$ cat config.mk
export PLATFORM = sky130hd
export DESIGN_NAME = truth_table_sweeper_flat
export DESIGN_NICKNAME = d
export VERILOG_FILES = /design/src/rtl/truth_table_sweeper_if.sv /design/src/rtl/truth_table_sweeper.sv /design/src/flat_wrapper.sv
export SDC_FILE = /design/constraint.sdc
export NUM_CORES = 1
export LEC_CHECK = 0
export CORE_UTILIZATION = 48
export CTS_BUF_LIST = sky130_fd_sc_hd__clkbuf_16
export DETAILED_ROUTE_END_ITERATION = 10
export PLACE_DENSITY = 0.89
export SLEW_MARGIN = 40
export SYNTH_ARGS = -nofsm -noshare
export SYNTH_HDL_FRONTEND = slang
export SYNTH_SLANG_ARGS = --single-unit
$ cat constraint.sdc
create_clock -name clk -period 1.8 [get_ports clk]
set_input_delay 0.36 -clock clk [delete_from_list [all_inputs] [get_ports clk]]
set_output_delay 0.36 -clock clk [all_outputs]
set_load 0.03 [all_outputs]
$ cat src/rtl/truth_table_sweeper_if.sv
// Handshake and data bundle between the truth-table sweeper and whatever
// drives it (board I/O or a top-level bench) plus the lab DUT it exercises.
interface truth_table_sweeper_if #(
  parameter int N = 3,
  parameter int M = 1
);
  localparam int TW = M * (2 ** N);

  logic          start;
  logic          loop;
  logic          abort;
  logic [TW-1:0] expect_tt;
  logic [M-1:0]  f_in;
  logic [N-1:0]  vec;
  logic          busy;
  logic          done;
  logic [TW-1:0] tt;
  logic          pass;

  modport master (
    output start, loop, abort, expect_tt, f_in,
    input  vec, busy, done, tt, pass
  );

  modport slave (
    input  start, loop, abort, expect_tt, f_in,
    output vec, busy, done, tt, pass
  );
endinterface

$ cat src/rtl/truth_table_sweeper.sv
// Exhaustive input sweeper: drives all 2^N vectors into a combinational DUT,
// holds each for HOLD clocks, captures the response table and self-checks it.
module truth_table_sweeper #(
  parameter int N    = 3,
  parameter int M    = 1,
  parameter int HOLD = 20
) (
  input  logic                 clk,
  input  logic                 rst,
  truth_table_sweeper_if.slave bus
);
  localparam int              TW        = M * (2 ** N);
  localparam int              HW        = $clog2(HOLD + 1);
  localparam int              ENTRIES   = 2 ** N;
  localparam logic [N-1:0]    LAST_IDX  = N'(ENTRIES - 1);
  localparam logic [HW-1:0]   HOLD_LAST = HW'(HOLD - 1);

  typedef enum logic [1:0] {
    IDLE,
    DRIVE,
    DONE
  } state_t;

  state_t         state;
  state_t         state_next;
  logic [N-1:0]   idx;
  logic [N-1:0]   idx_next;
  logic [HW-1:0]  hold_cnt;
  logic [HW-1:0]  hold_next;
  logic [TW-1:0]  tt_q;
  logic           pass_q;
  logic           pass_next;
  logic           sample_en;
  logic           tt_match;

  assign tt_match = (tt_q == bus.expect_tt);

  // Abort is evaluated after the sample decision so that an abort landing on
  // the final sample still writes that entry but never reaches DONE.
  always_comb begin
    state_next = state;
    idx_next   = idx;
    hold_next  = hold_cnt;
    pass_next  = pass_q;
    sample_en  = 1'b0;

    unique case (state)
      IDLE: begin
        if (bus.start) begin
          state_next = DRIVE;
          idx_next   = '0;
          hold_next  = '0;
        end
      end

      DRIVE: begin
        if (hold_cnt == HOLD_LAST) begin
          sample_en = 1'b1;
          if (idx == LAST_IDX) begin
            state_next = DONE;
          end else begin
            idx_next  = idx + N'(1);
            hold_next = '0;
          end
        end else begin
          hold_next = hold_cnt + HW'(1);
        end
        if (bus.abort) begin
          state_next = IDLE;
        end
      end

      DONE: begin
        pass_next = tt_match;
        if (bus.loop) begin
          state_next = DRIVE;
          idx_next   = '0;
          hold_next  = '0;
        end else begin
          state_next = IDLE;
        end
      end

      default: begin
        state_next = IDLE;
      end
    endcase
  end

  always_ff @(posedge clk) begin
    if (rst) begin
      state    <= IDLE;
      idx      <= '0;
      hold_cnt <= '0;
      tt_q     <= '0;
      pass_q   <= 1'b0;
    end else begin
      state    <= state_next;
      idx      <= idx_next;
      hold_cnt <= hold_next;
      pass_q   <= pass_next;
      for (int i = 0; i < ENTRIES; i++) begin
        if (sample_en && (idx == N'(i))) begin
          tt_q[i*M +: M] <= bus.f_in;
        end
      end
    end
  end

  // During DONE the verdict comes straight from the completed table so it is
  // valid alongside the done pulse; afterwards the registered copy holds it.
  assign bus.busy = (state == DRIVE);
  assign bus.done = (state == DONE);
  assign bus.vec  = (state == DRIVE) ? idx : '0;
  assign bus.tt   = tt_q;
  assign bus.pass = (state == DONE) ? tt_match : pass_q;

endmodule
$ cat src/flat_wrapper.sv
// flat-port wrapper written by rule: the top's interface ports become plain ports
module truth_table_sweeper_flat 
#(
  parameter int N    = 3,
  parameter int M    = 1,
  parameter int HOLD = 20
)
  (clk, rst, bus_start, bus_loop, bus_abort, bus_expect_tt, bus_f_in, bus_vec, bus_busy, bus_done, bus_tt, bus_pass);
  truth_table_sweeper_if #(.N(N), .M(M)) bus_i ();
  input  logic clk;
  input  logic rst;
  input wire logic [$bits(bus_i.start)-1:0] bus_start;
  input wire logic [$bits(bus_i.loop)-1:0] bus_loop;
  input wire logic [$bits(bus_i.abort)-1:0] bus_abort;
  input wire logic [$bits(bus_i.expect_tt)-1:0] bus_expect_tt;
  input wire logic [$bits(bus_i.f_in)-1:0] bus_f_in;
  output wire logic [$bits(bus_i.vec)-1:0] bus_vec;
  output wire logic [$bits(bus_i.busy)-1:0] bus_busy;
  output wire logic [$bits(bus_i.done)-1:0] bus_done;
  output wire logic [$bits(bus_i.tt)-1:0] bus_tt;
  output wire logic [$bits(bus_i.pass)-1:0] bus_pass;
  assign bus_i.start = bus_start;
  assign bus_i.loop = bus_loop;
  assign bus_i.abort = bus_abort;
  assign bus_i.expect_tt = bus_expect_tt;
  assign bus_i.f_in = bus_f_in;
  assign bus_vec = bus_i.vec;
  assign bus_busy = bus_i.busy;
  assign bus_done = bus_i.done;
  assign bus_tt = bus_i.tt;
  assign bus_pass = bus_i.pass;
  truth_table_sweeper #(.N(N), .M(M), .HOLD(HOLD)) u_core (.clk(clk), .rst(rst), .bus(bus_i));
endmodule
==> results.py <==
metrics = {
    "run_status": {
        "outcome": "complete, but fails checks",
        "violations": "negative setup slack",
    },
    "route": {
        "vias": 1039,
        "drt_iter0_markers": 28,
        "drc": 0,
        "ant_nets": 0,
        "wl_per_cell_um": 16.15,
        "via_per_inst": 5.870,
        "routed_wl_um": 2858,
        "first_pass_iters": 4,
    },
    "worst_setup_path": {
        "arrival_ns": 1.48,
        "end_kind": "output port",
        "r2r-end": "u_core.idx[2]$_SDFFE_PP0P_",
        "crit_type": "reg2out",
        "critPathLaunch": "u_core.bus.tt[1]$_SDFFE_PP0P_",
        "start_kind": "register",
        "required_ns": 1.44,
        "reg2reg_setup_slack_ns": 0.06,
        "r2r-start": "u_core.hold_cnt[0]$_SDFFE_PP0P_",
        "cp_max_fo": 3,
        "ff2ff_path_depth": 5,
    },
    "synthesis": {
        "synth_largest_area_cell": "dfxtp_1",
        "synth-warning-count": 0,
        "synthArstFlopShare_pct": 0,
        "synthFlopType": "dfxtp_1",
        "synth_edf_count": 0,
        "synth_top_area_share_pct": 34.39,
        "synth.distinct_cells": 40,
        "netlist_area_um2": 1106,
        "synthesis.nets": 138,
        "syn_inst": 117,
        "yosys_register_bits": 19,
        "synth.avg_cell_area_um2": 9.454,
        "synth_area_leaders": "dfxtp_1 (34%), mux2i_1 (9.0%), ha_1 (7.9%)",
        "yosysSeqAreaShare_pct": 34.39,
    },
    "power_and_ir_drop": {
        "switching_share_pct": 23.93,
        "internal_power_mw": 0.7776,
        "leakage_nw": 0.6712,
        "power.total_mw": 1.022,
        "pwr-share-seq_pct": 42.2,
        "clockPowerShare_pct": 45.2,
        "ir_drop_mv": 0.5276,
        "combPwrFrac_pct": 12.6,
        "netSwitchingPower_mw": 0.2446,
        "p_per_area_nw_per_um2": 671.3,
    },
    "layout": {
        "fillers": 160,
        "area_growth_pct": 37.67,
        "final_util_pct": 69.50,
        "mostFrequentLayoutCells": "dfxtp_1 (16), clkdlybuf4s50_1 (13), nor2_1 (11), dlygate4sd2_1 (11), mux2i_1 (10)",
        "drive_above_1_share_pct": 20.13,
        "nets": 171,
        "antenna_cells": 0,
        "layout_commonest_cell": "dfxtp_1",
    },
    "clock_network": {
        "clk_latency_ns": 0.25,
        "ctsRootBufferMaster": "clkbuf_16",
        "htree_levels": 1,
        "clkSlewWorstSetupHoldPaths_ns": 0.06,
        "cts_buffer_depth": 2,
        "cts_buffers": 3,
        "post_cts_buffers": 0,
        "cts_tree": "done",
        "ctsHoldBuffers": 0,
        "clkSinkCount": 19,
    },
    "placement": {
        "place_congestion": 0.7956,
        "hpwl_um": 1739,
        "portBuffers": 27,
    },
    "hold_path": {
        "hold_class": "reg2reg",
        "hold-path-cell-count": 2,
        "holdPathEnd": "u_core.pass_q$_SDFF_PP0_",
        "hold_start": "u_core.pass_q$_SDFF_PP0_",
    },
    "floorplanning": {
        "fp.dieW_um": 50.01,
        "dieHeight_um": 50.01,
        "num_rows": 17,
        "core_area_um2": 2191,
        "initial_core_util_pct": 50.49,
        "dieArea_um2": 2501,
        "num_io_pins": 28,
    },
    "timing": {
        "max_freq_mhz": 542.5,
        "hold_viol": 0,
        "fin_crit_sh_pct": 102.4,
        "worst_pin_slew_ns": 0.3225,
        "rsz0062_at_grt": "true",
        "setup_viol": 1,
        "fin_skew_ns": 0.002943,
        "drv_slew": 0,
        "slew_headroom_pct": 78.43,
        "fin_ws_ns": -0.04320,
        "finalCriticalPeriod_ns": 1.843,
    },
    "global_routing": {
        "grt_overflow": 0,
        "grt_start_max_net_pins": 15,
        "antenna_found_initial": 0,
        "grt_first_pass_wirelength_um": 4271,
        "track_usage_pct": 23.03,
        "grt_pass1_vias": 945,
    },
    "flow_run": {
        "cap_violations": 0,
    },
}
## cell usage after synthesis (3+ instances only)
cell type and number:
xor2_1 8, inv_1 3, mux2i_1 10, nand4_1 7, a21oi_1 3, or3_1 3
nand2b_1 5, ha_1 7, nor2_1 11, clkbuf_1 3, dfxtp_1 19, nand3_1 5
## power by group through the flow
stage | Sequential (mW) | Combinational [mW] | Clock, mW
2_1_floorplan | 0.439 | 0.0734 | 0
3_3_place_gp | 0.441 | 0.121 | 0
3_5_place_dp | 0.441 | 0.123 | 0
4_1_cts | 0.433 | 0.122 | 0.463
5_1_grt | 0.432 | 0.136 | 0.487
6_report | 0.431 | 0.129 | 0.462
## cell families (layout without fill, tap and decap cells)
kind of cell / Yosys count / after routing / synth area share (%)
DFF: 19 / 19 / 34.39
and+or+nand+nor: 50 / 50 / 29.30
buffers and inverters: 9 / 41 / 4.072
adders and majority gates: 7 / 7 / 7.918
muxes: 10 / 10 / 9.050
xor gates and xnor gates: 8 / 8 / 6.335
AOI/OAI and AO/OA: 14 / 14 / 8.936
## layer usage
layer  vias up  global-route usage [%]  part of all wire, %  routed length, um
met2        46                   37.11                   49               1413
li1        483                       -                    -                  -
met1       495                   27.37                   40               1144
met4         0                   15.24                  4.5                130
met5         -                       0                    0                  0
met3        15                   4.321                  5.9                169
## critical path, cell delays in order (launching register included)
cell	delay [ns]
dfxtp_1	0.33
xor2_1	0.19
nor4_2	0.33
nand3_1	0.14
nand2_1	0.10
buf_6	0.13
## flip-flops by register name (all words and copies together), names as in the netlist
name / flops
u_core.idx: 3
u_core.state: 2
u_core.pass_q: 1
u_core.bus.tt: 8
u_core.hold_cnt: 5
## how the worst max path moves through the flow
stage               endpoint  cells after the start
floorplan           bus_pass                      4
global placement    bus_pass                      6
detailed placement  bus_pass                      6
CTS                 bus_busy                      4
global route        bus_pass                      5
finish              bus_pass                      5
## timing repair
action | CTS | global route
pin swaps | 4 | 5
gates resized for setup | 15 | 9
endpoints found under the hold margin | 0 | 0
setup endpoints to repair | 6 | 3
## per-stage QoR
stage | hold slack (ns) | std cells | instance area, um2 | setup slack (ns) | setup TNS, ns
after floorplan | 0.4599 | 117 | 1109 | 0.1833 | 0
after global placement | 0.4732 | 173 | 1424 | -0.1523 | -0.1523
after detailed placement | 0.4936 | 173 | 1424 | -0.1959 | -0.1959
after CTS | 0.5014 | 177 | 1499 | 0.01929 | 0
after global routing | 0.5268 | 177 | 1523 | -0.1365 | -0.1365
final | 0.4951 | 177 | 1523 | -0.04320 | -0.04320
## cell type report
cell class / count / area [um2] / share of cell area [%]
Inverter: 4 / 17.52 / 1.150
Sequential cell: 19 / 386.6 / 25.39
Tap cell: 28 / 35.03 / 2.301
Clock buffer: 3 / 75.07 / 4.930
Clock inverter: 1 / 5.005 / 0.3287
Timing Repair Buffer: 33 / 300.3 / 19.72
Multi-Input combinational cell: 89 / 703.2 / 46.18
No activity file was read; power rests on OpenSTA's default activity.
